==> config.mk <==
export PLATFORM = sky130hd
export DESIGN_NAME = ysyx_24090018_lsu
export DESIGN_NICKNAME = d
export VERILOG_FILES = /design/src/rtl/ysyx_24090018_lsu.sv
export SDC_FILE = /design/constraint.sdc
export NUM_CORES = 1
export LEC_CHECK = 0
export CAP_MARGIN = 25
export CELL_PAD_IN_SITES_DETAIL_PLACEMENT = 1
export CELL_PAD_IN_SITES_GLOBAL_PLACEMENT = 2
export CORE_UTILIZATION = 29
export CTS_BUF_LIST = sky130_fd_sc_hd__clkbuf_16
export DETAILED_ROUTE_END_ITERATION = 6
export PLACE_DENSITY_LB_ADDON = 0.1
export SETUP_SLACK_MARGIN = 0.05
export SLEW_MARGIN = 30
export SYNTH_ARGS = -nofsm -noshare
export SYNTH_HDL_FRONTEND = slang
export SYNTH_SLANG_ARGS = --single-unit
==> constraint.sdc <==
create_clock -name clk -period 5.6 [get_ports clk]
set_clock_uncertainty 0.15 [all_clocks]
set_input_delay 0.56 -clock clk [delete_from_list [all_inputs] [get_ports clk]]
set_output_delay 0.56 -clock clk [all_outputs]
set_load 0.1 [all_outputs]
==> src/rtl/ysyx_24090018_lsu.sv <==
`default_nettype none
// ============================================================================
// Module   : ysyx_24090018_lsu
// Purpose  : Multi-cycle load/store unit. Takes one core request over a
//            valid/ready handshake, issues one aligned strobed access on a
//            split request/response bus, formats load data and returns a
//            single response with an error flag (misaligned, illegal op,
//            bus error or timeout).
// Revision : 1.0 - initial release
// ============================================================================
module ysyx_24090018_lsu #(
  parameter int ADDR_WIDTH = 32,
  parameter int DATA_WIDTH = 32,
  parameter int TIMEOUT    = 255
) (
  input  logic                    clk,
  input  logic                    rst,
  // core request
  input  logic                    req_valid_i,
  output logic                    req_ready_o,
  input  logic [ADDR_WIDTH-1:0]   req_addr_i,
  input  logic [DATA_WIDTH-1:0]   req_wdata_i,
  input  logic                    req_wen_i,
  input  logic [2:0]              req_op_i,
  // core response
  output logic                    resp_valid_o,
  input  logic                    resp_ready_i,
  output logic [DATA_WIDTH-1:0]   resp_rdata_o,
  output logic                    resp_err_o,
  output logic                    resp_timeout_o,
  // memory bus request
  output logic                    bus_req_valid_o,
  input  logic                    bus_req_ready_i,
  output logic [ADDR_WIDTH-1:0]   bus_addr_o,
  output logic                    bus_wen_o,
  output logic [DATA_WIDTH-1:0]   bus_wdata_o,
  output logic [DATA_WIDTH/8-1:0] bus_wstrb_o,
  // memory bus response
  input  logic                    bus_resp_valid_i,
  input  logic [DATA_WIDTH-1:0]   bus_rdata_i,
  input  logic                    bus_resp_err_i
);

  localparam int STRB = DATA_WIDTH / 8;
  localparam int OFS  = $clog2(STRB);
  localparam int CW   = $clog2(TIMEOUT + 1);
  localparam logic [CW-1:0] TIMEOUT_VAL = CW'(TIMEOUT);

  typedef enum logic [1:0] {
    IDLE = 2'd0,
    BUS  = 2'd1,
    WAIT = 2'd2,
    RESP = 2'd3
  } state_t;

  state_t state;
  state_t state_next;

  // Latched transaction fields
  logic [2:0]            op_q;
  logic [OFS-1:0]        ofs_q;
  logic [ADDR_WIDTH-1:0] bus_addr_q;
  logic                  bus_wen_q;
  logic [DATA_WIDTH-1:0] bus_wdata_q;
  logic [STRB-1:0]       bus_wstrb_q;
  logic [DATA_WIDTH-1:0] resp_rdata_q;
  logic                  resp_err_q;
  logic                  resp_timeout_q;
  logic [CW-1:0]         count;

  // Request decode (only used to compute next-state and latched values)
  logic [OFS-1:0]        req_ofs;
  logic                  illegal;
  logic                  misaligned;
  logic                  req_bad;
  logic [7:0]            mask8;
  logic [STRB-1:0]       strb_next;
  logic [DATA_WIDTH-1:0] wdata_next;
  logic [ADDR_WIDTH-1:0] addr_aligned;

  logic [CW-1:0]         count_inc;
  logic                  timed_out;
  logic [DATA_WIDTH-1:0] shifted;
  logic [DATA_WIDTH-1:0] load_fmt;

  assign req_ofs      = req_addr_i[OFS-1:0];
  assign addr_aligned = {req_addr_i[ADDR_WIDTH-1:OFS], {OFS{1'b0}}};
  assign wdata_next   = req_wdata_i << {req_ofs, 3'b000};
  assign strb_next    = req_wen_i ? (mask8[STRB-1:0] << req_ofs) : '0;
  assign req_bad      = illegal || misaligned;

  assign count_inc = count + CW'(1);
  assign timed_out = ((state == BUS) || (state == WAIT)) && (count_inc == TIMEOUT_VAL);
  assign shifted   = bus_rdata_i >> {ofs_q, 3'b000};

  // Classify the incoming request: illegal op / size-alignment / byte mask
  always_comb begin
    illegal = (req_op_i == 3'b111) ||
              (req_wen_i && ((req_op_i == 3'b011) || req_op_i[2]));
    if ((DATA_WIDTH == 32) && ((req_op_i == 3'b011) || (req_op_i == 3'b110)))
      illegal = 1'b1;
    case (req_op_i[1:0])
      2'b01:   misaligned = req_addr_i[0];
      2'b10:   misaligned = |req_addr_i[1:0];
      2'b11:   misaligned = |req_addr_i[2:0];
      default: misaligned = 1'b0;
    endcase
    case (req_op_i[1:0])
      2'b00:   mask8 = 8'h01;
      2'b01:   mask8 = 8'h03;
      2'b10:   mask8 = 8'h0F;
      default: mask8 = 8'hFF;
    endcase
  end

  // Lane select plus sign/zero extension of the raw bus read data
  if (DATA_WIDTH == 64) begin : g_fmt64
    always_comb begin
      load_fmt = '0;
      case (op_q)
        3'b000:  load_fmt = {{56{shifted[7]}},  shifted[7:0]};
        3'b001:  load_fmt = {{48{shifted[15]}}, shifted[15:0]};
        3'b010:  load_fmt = {{32{shifted[31]}}, shifted[31:0]};
        3'b011:  load_fmt = shifted;
        3'b100:  load_fmt = {56'd0, shifted[7:0]};
        3'b101:  load_fmt = {48'd0, shifted[15:0]};
        3'b110:  load_fmt = {32'd0, shifted[31:0]};
        default: load_fmt = '0;
      endcase
    end
  end else begin : g_fmt32
    always_comb begin
      load_fmt = '0;
      case (op_q)
        3'b000:  load_fmt = {{24{shifted[7]}},  shifted[7:0]};
        3'b001:  load_fmt = {{16{shifted[15]}}, shifted[15:0]};
        3'b010:  load_fmt = shifted;
        3'b100:  load_fmt = {24'd0, shifted[7:0]};
        3'b101:  load_fmt = {16'd0, shifted[15:0]};
        default: load_fmt = '0;
      endcase
    end
  end

  // State register
  always_ff @(posedge clk or posedge rst) begin
    if (rst) state <= IDLE;
    else     state <= state_next;
  end

  // Next-state logic and state-decoded handshake outputs
  always_comb begin
    state_next      = state;
    req_ready_o     = 1'b0;
    bus_req_valid_o = 1'b0;
    resp_valid_o    = 1'b0;
    case (state)
      IDLE: begin
        req_ready_o = 1'b1;
        if (req_valid_i) state_next = req_bad ? RESP : BUS;
      end
      BUS: begin
        bus_req_valid_o = 1'b1;
        if (timed_out)            state_next = RESP;
        else if (bus_req_ready_i) state_next = WAIT;
      end
      WAIT: begin
        // a real response wins over a coincident timeout
        if (bus_resp_valid_i || timed_out) state_next = RESP;
      end
      RESP: begin
        resp_valid_o = 1'b1;
        if (resp_ready_i) state_next = IDLE;
      end
      default: state_next = IDLE;
    endcase
  end

  // Transaction datapath: latch request, run timeout, capture response
  always_ff @(posedge clk or posedge rst) begin
    if (rst) begin
      op_q           <= '0;
      ofs_q          <= '0;
      bus_addr_q     <= '0;
      bus_wen_q      <= 1'b0;
      bus_wdata_q    <= '0;
      bus_wstrb_q    <= '0;
      resp_rdata_q   <= '0;
      resp_err_q     <= 1'b0;
      resp_timeout_q <= 1'b0;
      count          <= '0;
    end else begin
      case (state)
        IDLE: begin
          if (req_valid_i) begin
            op_q           <= req_op_i;
            ofs_q          <= req_ofs;
            bus_addr_q     <= addr_aligned;
            bus_wen_q      <= req_wen_i;
            bus_wdata_q    <= wdata_next;
            bus_wstrb_q    <= strb_next;
            resp_rdata_q   <= '0;
            resp_err_q     <= req_bad;
            resp_timeout_q <= 1'b0;
            count          <= '0;
          end
        end
        BUS, WAIT: begin
          count <= count_inc;
          if ((state == WAIT) && bus_resp_valid_i) begin
            resp_rdata_q <= (bus_wen_q || bus_resp_err_i) ? '0 : load_fmt;
            resp_err_q   <= bus_resp_err_i;
          end else if (timed_out) begin
            resp_err_q     <= 1'b1;
            resp_timeout_q <= 1'b1;
          end
        end
        default: ;
      endcase
    end
  end

  assign bus_addr_o     = bus_addr_q;
  assign bus_wen_o      = bus_wen_q;
  assign bus_wdata_o    = bus_wdata_q;
  assign bus_wstrb_o    = bus_wstrb_q;
  assign resp_rdata_o   = resp_rdata_q;
  assign resp_err_o     = resp_err_q;
  assign resp_timeout_o = resp_timeout_q;

endmodule
`default_nettype wire

* Word-level counts from Yosys, hierarchy flattened
Index checks and enable logic that the tools add are counted.
** Cells by class
- Muxes and demuxes :: 28
- Shifts and indexed selects :: 3
- Equality and inequality tests :: 22
- Add/sub/neg operators :: 1
- Reduce and logical (&&, ||, !) cells :: 23
** Operators by type and width (count)
- 32-bit one-hot mux with 5 select lines :: 1
- 32-bit two-way mux :: 3
- 32-bit one-hot mux with 2 select lines :: 1
- 32-bit by 5-bit << shifter with 32-bit output :: 1
- 32-bit by 5-bit right shift with 32-bit output :: 1
- 8-bit one-hot mux with 2 select lines :: 1
- 3-bit equality test, second input constant :: 4
- 2-bit two-way mux :: 6
- 2-bit inequality test, second input constant :: 6
- 4-bit one-hot mux with 3 select lines :: 1
- 1-bit two-way mux :: 9
- 8-bit by 1-bit adder with 8-bit output, second input constant :: 1
- 2-bit equality test, second input constant :: 4
- 8-bit equality test, second input constant :: 1
- 8-bit two-way mux :: 1
- 2-bit one-hot mux with 4 select lines :: 1
- 4-bit AND reduction :: 2
- 1-bit logical OR :: 7
- 3-bit by 2-bit equality test with 1-bit output, second input constant :: 2
- 3-bit inequality test, second input constant :: 2
- 3-bit AND reduction :: 2
- 2-bit by 1-bit equality test with 1-bit output, second input constant :: 2
- 2-bit logical NOT :: 2
- 4-bit two-way mux :: 1
- other kinds (10) :: 15
** Storage, ports and cells
- Input port bits :: 107
- Bits in registers :: 116
- Logic and storage cells :: 88

* Logic depth before layout (Yosys ltp)
Gate-level depths: netlist (run 1).
- Depth after elaboration :: 9
- Mapped depth :: 9

* Least setup slack after synthesis (run 1)
No wires, ideal clock.
- Kind :: register to register
- Start point :: register state[0]
- End point :: register count[7]
- Stages on the path, launching flop included :: 8
- Setup slack :: 2.869 ns
- Period minus slack after synthesis :: 2.731 ns
- Path buffers :: 1
- Arrival time :: 2.460 ns
- Path through :: dfrtp_1 inv_1 ha_1 clkbuf_1 nor2b_1 nor2_1 mux2_2 a22o_1
** On the way
- Longest elaborated chain between the ends :: 4
- Elaborated cells between the ends (all ways) :: 8
** RTL lines
- from (decl) :: RTL line 56 : state_t state;
- from (signal assigned) :: RTL line 148 : else state <= state_next;
- 2-bit by 1-bit equality test with 1-bit output / 2-bit equality test (equally long branches) :: RTL line 193 : case (state)
- 2-bit OR reduction :: RTL line 193
- 2-bit nonzero test (no line)
- 2-bit AND reduction (no line)
- to (signal assigned) :: RTL line 209 : count <= count_inc;
- to (decl) :: RTL line 69 : logic [CW-1:0] count;
Several ways; a longest one is shown, not always the timed one.
A chain may end at the register's enable or synchronous reset.

* Worst setup path after layout (run 1)
- Start point :: register state[0]
- End point :: output port req_ready_o
** On the way
- Longest elaborated chain between the ends :: 2
** RTL lines
- 2-bit logical NOT :: RTL line 157 : case (state)
- 1-bit two-way mux :: RTL line 157
- to (decl) :: RTL line 20 : output logic req_ready_o,
No other way between the ends.

==> impl_metrics.toml, run 1 <==
[setup_path]
start_kind = "register"
cp_num_buf_inv = 2
cpLargestDelayFamily = "buffers and inverters"
max_stage_delay_ns = 1.25
reg2regPathDepth = 7
worstSetupEndpointType = "output port"
crit_arrival_ns = 2.85
slowest_stage = "clkdlybuf4s50_1"
critical_path_class = "register to output port"
startpoint = "state[0]$_DFFE_PP0P_"
rr_startpoint = "state[1]$_DFFE_PP0P_"
worstPathRequired_ns = 4.89
path_max_fanout = 14
worstSetupPathDepth = 3
path_cells = "inv_1, ha_1, clkdlybuf4s50_1"
reg2reg_slack_ns = 2.73

[logic_synthesis]
syn_inst = 566
postSynthAreaPerCell_um2 = 10.3
async_flop_share_pct = 100
synth_warnings = 0
ys_seq_area_share_pct = 50.0
yosysUniqueCellTypes = 48
syn-cell-area_um2 = 5810
synth_edf_count = 0
synth_seq_cells = 116
synth_flop_cell = "dfrtp_1"

[final_layout]
seq_area_um2 = 2900
multi_input_area_um2 = 2710
drive_gt1_share_pct = 13.8
nets = 876
nFillCells = 2194
area_delta_synth_final_pct = 48.9

[detailed_routing]
via_count = 5102
routed_via_density = 4.90
top_layer_used = "met5"
wl_met2_um = 9410
wl_per_cell_um = 17.9
wl_met3_um = 1370
drtIter0Drc = 159
drt-pass1-iter-count = 4
wl_um = 18600
drt-met1-wl_um = 7640
drc = 0
antenna_left = 0

[clocking]
path_clk_slew_ns = 0.06
htreeDepth = 4
numCtsBuffers = 17
ctsLongestPathBuffers = 2
postCtsResizedCells = 0
cts_post_setup_buffers_inserted = 0
cts_sinks = 116
root_buffer = "clkbuf_16"
cts_tree = "done"
hold_buffers = 0
clock_latency_ns = 0.42

[global_routing]
grt_overflow = 0
grt_pass1_vias = 5352
grt_util_all_layers_pct = 18.7
grt_pass1_wl_um = 29200
antenna_found_initial = 3
grt_max_degree = 85

[timing]
finalCritPeriodShare_pct = 63.6
hold_violations = 0
tightest_slew_ns = 1.02
drv_slew = 0
tns_ns = 0
setup_viol = 0
grt_setup_unrepaired = "false"
max_clock_freq_mhz = 281
period_needed_ns = 3.56
slew_headroom_pct = 31.5

[placement]
portBuffers = 210
gp_congestion = 0.805
dp_hpwl_um = 13700

[floorplanning]
rows = 51
io_pins = 213
die-area_um2 = 20600
dieHeight_um = 144
die_x_um = 144
coreArea_um2 = 19500
start_util_pct = 29.8

[hold_path]
whs_path_depth = 2
hold_path_class = "register to register"
min_from = "bus_wdata_o[20]$_DFFE_PP0P_"

[outcome]
outcome = "finished, final reports clean"

[run]
max_cap_violations = 0
-- cells in the mapped netlist (4+ instances only) --
master	instances	area (µm²)
buf_2	10	50.1
a211oi_1	8	60.1
ha_1	6	75.1
o21ai_0	41	205
nand2b_1	4	25.0
nor2_1	22	82.6
clkbuf_1	23	86.3
nor2b_1	13	81.3
nor3_1	4	20.0
dfrtp_1	116	2900
mux2_2	53	597
inv_1	10	37.5
nand2_1	80	300
mux2i_1	34	340
a21oi_1	60	300
nand3_1	8	40.0
o21ai_1	10	50.1
a22o_1	22	193
-- worst register-to-register path, cell delays in order, from the launching register on --
cell,delay [ns]
dfrtp_1,0.46
inv_1,0.12
ha_1,0.67
and3_1,0.27
o21ai_2,0.06
buf_4,0.26
nor2_2,0.58
a21oi_1,0.15
-- metrics by stage --
step | util [%] | std cells | setup WS (ns) | hold slack, ns | cell area, µm²
3_5_place_dp | 41.5 | 1009 | 2.57 | 0.322 | 8100
6_report | 44.3 | 1042 | 2.04 | 0.329 | 8650
2_1_floorplan | - | 567 | 1.82 | 0.382 | 5810
3_3_place_gp | 41.6 | 1009 | 2.68 | 0.315 | 8120
5_1_grt | 44.3 | 1041 | 1.93 | 0.353 | 8650
4_1_cts | 44.3 | 1041 | 2.12 | 0.336 | 8650
-- registers in the layout (all words and copies together) (netlist names) --
| signal | cells |
|---|---|
| bus_addr_o | 30 |
| state | 2 |
| resp_timeout_o | 1 |
| resp_rdata_o | 32 |
| bus_wstrb_o | 4 |
| resp_err_o | 1 |
| ofs_q | 2 |
| count | 8 |
| bus_wen_o | 1 |
| op_q | 3 |
| bus_wdata_o | 32 |
-- layer usage --
layer	global-route usage [%]	up-vias
li1	-	2403
met5	0	-
met1	22.2	2531
met3	6.40	23
met2	31.8	143
met4	5.38	2
-- final cells by class --
| class | count | area share (%) |
|---|---|---|
| inverters | 10 | 0.463 |
| clock buffers | 17 | 4.92 |
| well taps | 265 | 3.83 |
| flip-flops and latches | 116 | 33.6 |
| multi-input cells | 402 | 31.3 |
| repair buffers | 216 | 24.4 |
| diodes | 1 | 0.0289 |
| clock inverters | 15 | 1.46 |
-- cell families after synthesis --
logic type | count (synthesis) | synth area share, %
xor+xnor | 1 | 0.151
mux | 89 | 16.7
compound gates | 160 | 16.8
fa+ha+maj | 6 | 1.29
other cells | 1 | 0.0645
buf+inv | 49 | 3.77
simple gates | 144 | 11.2
flops | 116 | 50.0
-- worst paths after layout --
path	to
max	req_ready_o
min	bus_wdata_o[20]$_DFFE_PP0P_
max reg2reg	resp_rdata_o[22]$_DFFE_PP0P_
min reg2reg	bus_wdata_o[20]$_DFFE_PP0P_
max in group asynchronous	bus_wdata_o[4]$_DFFE_PP0P_
min in group asynchronous	resp_rdata_o[9]$_DFFE_PP0P_
-- placed cells by master (no fill, tap or decap), drive strengths merged, types with 2 or more instances in the layout --
master | netlist | routed
clkdlybuf4s50 | 0 | 203
dfrtp | 116 | 116
nand2 | 80 | 80
a21oi | 60 | 60
mux2 | 54 | 54
o21ai | 52 | 52
mux2i | 34 | 34
nor2 | 23 | 23
a22o | 22 | 22
clkbuf | 23 | 17
inv | 10 | 17
nor2b | 13 | 13
buf | 16 | 13
nand3 | 8 | 8
a211oi | 8 | 8
ha | 6 | 6
clkinv | 0 | 6
nor3 | 6 | 6
nand2b | 4 | 4
o22ai | 3 | 3
a21o | 3 | 3
nand4 | 2 | 2
a31oi | 2 | 2
and3 | 2 | 2
a41oi | 2 | 2
conb | 1 | 2
clkinvlp | 0 | 2
or2 | 2 | 2
Power of run 1 is left out: the tool's default activity adds up to more than one toggle a clock period on the data nets, which glitch-free logic cannot reach.
==> run 2: changes to the inputs <==
--- a/config.mk
+++ b/config.mk
@@ -8,7 +8,7 @@
 export CAP_MARGIN = 25
 export CELL_PAD_IN_SITES_DETAIL_PLACEMENT = 1
 export CELL_PAD_IN_SITES_GLOBAL_PLACEMENT = 2
-export CORE_UTILIZATION = 29
+export CORE_UTILIZATION = 27
 export CTS_BUF_LIST = sky130_fd_sc_hd__clkbuf_16
 export DETAILED_ROUTE_END_ITERATION = 6
 export PLACE_DENSITY_LB_ADDON = 0.1
==> constraint.sdc (replaced) <==
create_clock -name clk -period 3.5 [get_ports clk]
set_clock_uncertainty 0.15 [all_clocks]
set_input_delay 0.35 -clock clk [delete_from_list [all_inputs] [get_ports clk]]
set_output_delay 0.35 -clock clk [all_outputs]
set_load 0.1 [all_outputs]
==> run 2 against run 1 <==
Routed wire length rose by 5.7%. Largest cell class unchanged. Final cell count rose by 1.2%. Clock-buffer cell count did not move.
==> impl_metrics.toml, run 2 (synthesized netlist as in run 1, its figures left out) <==
[final_layout]
final_cells = 1054
nets = 879
drive_gt1_share_pct = 14.2
insertedDiodeCount = 0
mostFrequentLayoutCells = "clkdlybuf4s50_1 (202), dfrtp_1 (116), nand2_1 (79), a21oi_1 (60), mux2_2 (53)"
final_common_cell = "clkdlybuf4s50_1"
area_delta_synth_final_pct = 50.9

[detailed_routing]
via_count = 5093
wl_per_cell_um = 18.7
drtIter0Drc = 130
routed_via_density = 4.83
drt-pass1-iter-count = 4
wl_um = 19700
drc = 0
antenna_left = 0

[run]
max_cap_violations = 0

[timing]
hold_violations = 0
drv_slew = 0
fin_hold_ws_ns = 0.268
tns_ns = 0
fin_ws_ns = 0.679
setup_viol = 0
period_needed_ns = 2.82
tightest_slew_ns = 1.04
grt_setup_unrepaired = "false"
finalCritPeriodShare_pct = 80.6
max_clock_freq_mhz = 354
slew_headroom_pct = 30.1

[floorplanning]
die-area_um2 = 22100
dieHeight_um = 149
start_util_pct = 27.6
coreArea_um2 = 21100
io_pins = 213
rows = 53
die_x_um = 149

[clocking]
cts_tree = "done"
cts_post_setup_buffers_inserted = 0
root_buffer = "clkbuf_16"
clock_latency_ns = 0.41
hold_buffers = 0
htreeDepth = 4
path_clk_slew_ns = 0.06
cts_sinks = 116
ctsLongestPathBuffers = 2
numCtsBuffers = 17
postCtsResizedCells = 0

[setup_path]
crit_arrival_ns = 2.92
cp_num_buf_inv = 3
worstPathRequired_ns = 3.60
cpLargestDelayFamily = "buffers and inverters"
rr_startpoint = "state[0]$_DFFE_PP0P_"
worstSetupEndpointType = "register"
worstSetupPathDepth = 9
path_cells = "inv_1, ha_1, nand2b_1, o21ai_2, buf_4, nor2_1, buf_4, a21oi_1, a21oi_1"
startpoint = "state[0]$_DFFE_PP0P_"
max_stage_delay_ns = 0.51
r2r-end = "resp_rdata_o[18]$_DFFE_PP0P_"
slowest_stage = "ha_1"
reg2reg_slack_ns = 0.68
start_kind = "register"
critical_path_class = "register to register"
cp-endpoint = "resp_rdata_o[18]$_DFFE_PP0P_"
path_max_fanout = 34
reg2regPathDepth = 9

[global_routing]
grt_pass1_vias = 5677
grt_overflow = 0
antenna_found_initial = 1
grt_util_all_layers_pct = 18.5
grt_max_degree = 79
grt_pass1_wl_um = 31300

[placement]
place_ws_ns = 0.685
portBuffers = 210
gp_congestion = 0.797
place_inst = 1022
dp_hpwl_um = 14400

[hold_path]
hold_path_class = "primary input to asynchronous set/reset pin"

[outcome]
outcome = "finished, final reports clean"
==> run 2: final cells by class <==
| cell class | count | area (µm²) |
|---|---|---|
| clock buffers | 17 | 425 |
| clock inverters | 15 | 204 |
| fillers | 2347 | 12300 |
| inverters | 10 | 41.3 |
| multi-input cells | 402 | 2700 |
| flip-flops and latches | 116 | 2900 |
| well taps | 275 | 344 |
| repair buffers | 219 | 2150 |
==> run 2: through the flow <==
stage | utilization, % | instance area [µm²]
2_1_floorplan | - | 5820
3_5_place_dp | 38.6 | 8150
5_1_grt | 41.6 | 8770
4_1_cts | 41.6 | 8780
6_report | 41.6 | 8770
3_3_place_gp | 38.7 | 8160
==> run 2: worst min path at each step <==
stage | start | slack, ns | depth (start not counted) | end
global placement | bus_wdata_o[8]$_DFFE_PP0P_ | 0.32 | 2 | bus_wdata_o[8]$_DFFE_PP0P_
detailed placement | bus_wstrb_o[2]$_DFFE_PP0P_ | 0.32 | 2 | bus_wstrb_o[2]$_DFFE_PP0P_
global route | rst | 0.31 | 3 | bus_wdata_o[9]$_DFFE_PP0P_
finish | rst | 0.27 | 3 | bus_wdata_o[9]$_DFFE_PP0P_
CTS | rst | 0.29 | 3 | bus_addr_o[20]$_DFFE_PP0P_
floorplan | bus_rdata_i[31] | 0.33 | 2 | resp_rdata_o[31]$_DFFE_PP0P_
==> run 2: tightest hold or removal path, stage by stage <==
cell	delay [ns]
clkdlybuf4s50_1	0.45
clkinvlp_4	0.11
buf_12	0.36
==> run 2: per-layer routing <==
metal,global-route usage (%),routed length (µm),vias to the layer above
met5,0,0,-
met4,5.82,271,0
met3,6.41,1440,21
met2,31.6,9740,143
met1,21.6,8230,2513
li1,-,-,2416
Power of run 2 is left out for the same reason.
==> run 3: changes to the inputs <==
==> constraint.sdc (replaced) <==
create_clock -name clk -period 2.8 [get_ports clk]
set_clock_uncertainty 0.15 [all_clocks]
set_input_delay 0.28 -clock clk [delete_from_list [all_inputs] [get_ports clk]]
set_output_delay 0.28 -clock clk [all_outputs]
set_load 0.1 [all_outputs]
==> run 3 against run 2 <==
Via count is 0.27% higher. Cell area decreased by 2.3%. Clock-buffer cell count unchanged. Maximum frequency rose by 15%. Setup slack lost 0.33 ns. Register-to-register slack got worse by 0.33 ns. Non-clock buffer count grew 7. Flip-flop and latch count unchanged. Routed wire length is 1.0% lower.
==> impl_metrics.toml, run 3 (synthesized netlist as in run 1, its figures left out) <==
[setup_path]
path_max_fanout = 12
worstSetupEndpointType = "register"
rr_startpoint = "state[1]$_DFFE_PP0P_"
cp_num_buf_inv = 2
max_stage_delay_ns = 0.50
cpLargestDelayFamily = "compound AO/OA/AOI/OAI gates"
reg2reg_slack_ns = 0.35
slowest_stage = "o21ai_2"
critPathMostFrequentCell = "inv_1"
worstPathRequired_ns = 2.93
reg2regPathDepth = 7
path_cells = "inv_1, ha_1, and3_1, o21ai_2, inv_1, a41oi_1, mux2_1"
start_kind = "register"
worstSetupPathDepth = 7
crit_arrival_ns = 2.58
critical_path_class = "register to register"
r2r-end = "resp_err_o$_DFFE_PP0P_"

[timing]
period_needed_ns = 2.45
drv_slew = 0
tightest_slew_ns = 0.854
grt_setup_unrepaired = "false"
hold_violations = 0
setup_viol = 0
finalCritPeriodShare_pct = 87.4
tns_ns = 0
slew_headroom_pct = 42.8
max_clock_freq_mhz = 409

[final_layout]
final_common_cell = "buf_4"
area_delta_synth_final_pct = 47.4
nFillCells = 2364
mostFrequentLayoutCells = "buf_4 (118), dfrtp_1 (116), clkdlybuf4s50_1 (105), nand2_1 (79), a21oi_1 (60)"
nets = 886
seq_area_um2 = 2900
drive_gt1_share_pct = 26.9
multi_input_area_um2 = 2700

[global_routing]
grt_overflow = 0
grt_util_all_layers_pct = 17.9
grt_max_degree = 117
antenna_found_initial = 2
grt_pass1_vias = 5571
grt_pass1_wl_um = 30300

[clocking]
hold_buffers = 0
cts_sinks = 116
htreeDepth = 4
root_buffer = "clkbuf_16"
postCtsResizedCells = 0
clock_latency_ns = 0.40
cts_tree = "done"
cts_post_setup_buffers_inserted = 0
ctsLongestPathBuffers = 2
numCtsBuffers = 17
path_clk_slew_ns = 0.06

[floorplanning]
die-area_um2 = 22100
dieHeight_um = 149
die_x_um = 149
start_util_pct = 27.6
rows = 53
io_pins = 213
coreArea_um2 = 21100

[detailed_routing]
drc = 0
routed_via_density = 4.82
wl_per_cell_um = 18.4
wl_um = 19500
drtIter0Drc = 135
via_count = 5107
drt-pass1-iter-count = 4
antenna_left = 0

[placement]
dp_hpwl_um = 14400
gp_congestion = 0.780
portBuffers = 210

[outcome]
outcome = "finished, final reports clean"

[hold_path]
hold_path_class = "primary input to asynchronous set/reset pin"

[run]
max_cap_violations = 0
==> run 3: worst max path at each step <==
stage | slack [ns] | startpoint | endpoint
final | 0.35 | state[1]$_DFFE_PP0P_ | resp_err_o$_DFFE_PP0P_
after global routing | 0.15 | state[0]$_DFFE_PP0P_ | resp_rdata_o[28]$_DFFE_PP0P_
after CTS | 0.32 | state[1]$_DFFE_PP0P_ | resp_err_o$_DFFE_PP0P_
after detailed placement | 0.34 | state[1]$_DFFE_PP0P_ | resp_err_o$_DFFE_PP0P_
after global placement | 0.38 | state[1]$_DFFE_PP0P_ | resp_err_o$_DFFE_PP0P_
after floorplan | 0.07 | state[0]$_DFFE_PP0P_ | count[7]$_DFFE_PP0P_
==> run 3: worst min-delay path, delay by kind of cell <==
| kind | cells | cell delay [ns] |
|---|---|---|
| buffers and inverters | 3 | 0.98 |
==> run 3: area by class of cell <==
cell class | instances | share of cell area, %
Clock inverter | 13 | 1.96
Timing Repair Buffer | 226 | 23.1
Antenna cell | 1 | 0.0292
Tap cell | 275 | 4.02
Sequential cell | 116 | 33.9
Clock buffer | 17 | 4.97
Multi-Input combinational cell | 402 | 31.5
Inverter | 10 | 0.482
==> run 3: stage by stage <==
stage / hold slack (ns) / instance area, µm² / util (%) / instances / worst slack, ns
finish: 0.240 / 8570 / 40.6 / 1060 / 0.352
global route: 0.321 / 8560 / 40.6 / 1059 / 0.147
detailed placement: 0.328 / 7970 / 37.8 / 1029 / 0.340
CTS: 0.299 / 8560 / 40.6 / 1059 / 0.319
floorplan: 0.261 / 5820 / - / 567 / 0.0689
global placement: 0.320 / 7970 / 37.8 / 1029 / 0.378
==> run 3: layer usage <==
layer	vias up	GRT usage (%)	wire length, µm
li1	2427	-	-
met4	0	4.90	181
met3	13	5.98	1370
met1	2525	21.3	8200
met5	-	0	0
met2	142	30.7	9720
Power of run 3 is left out for the same reason.
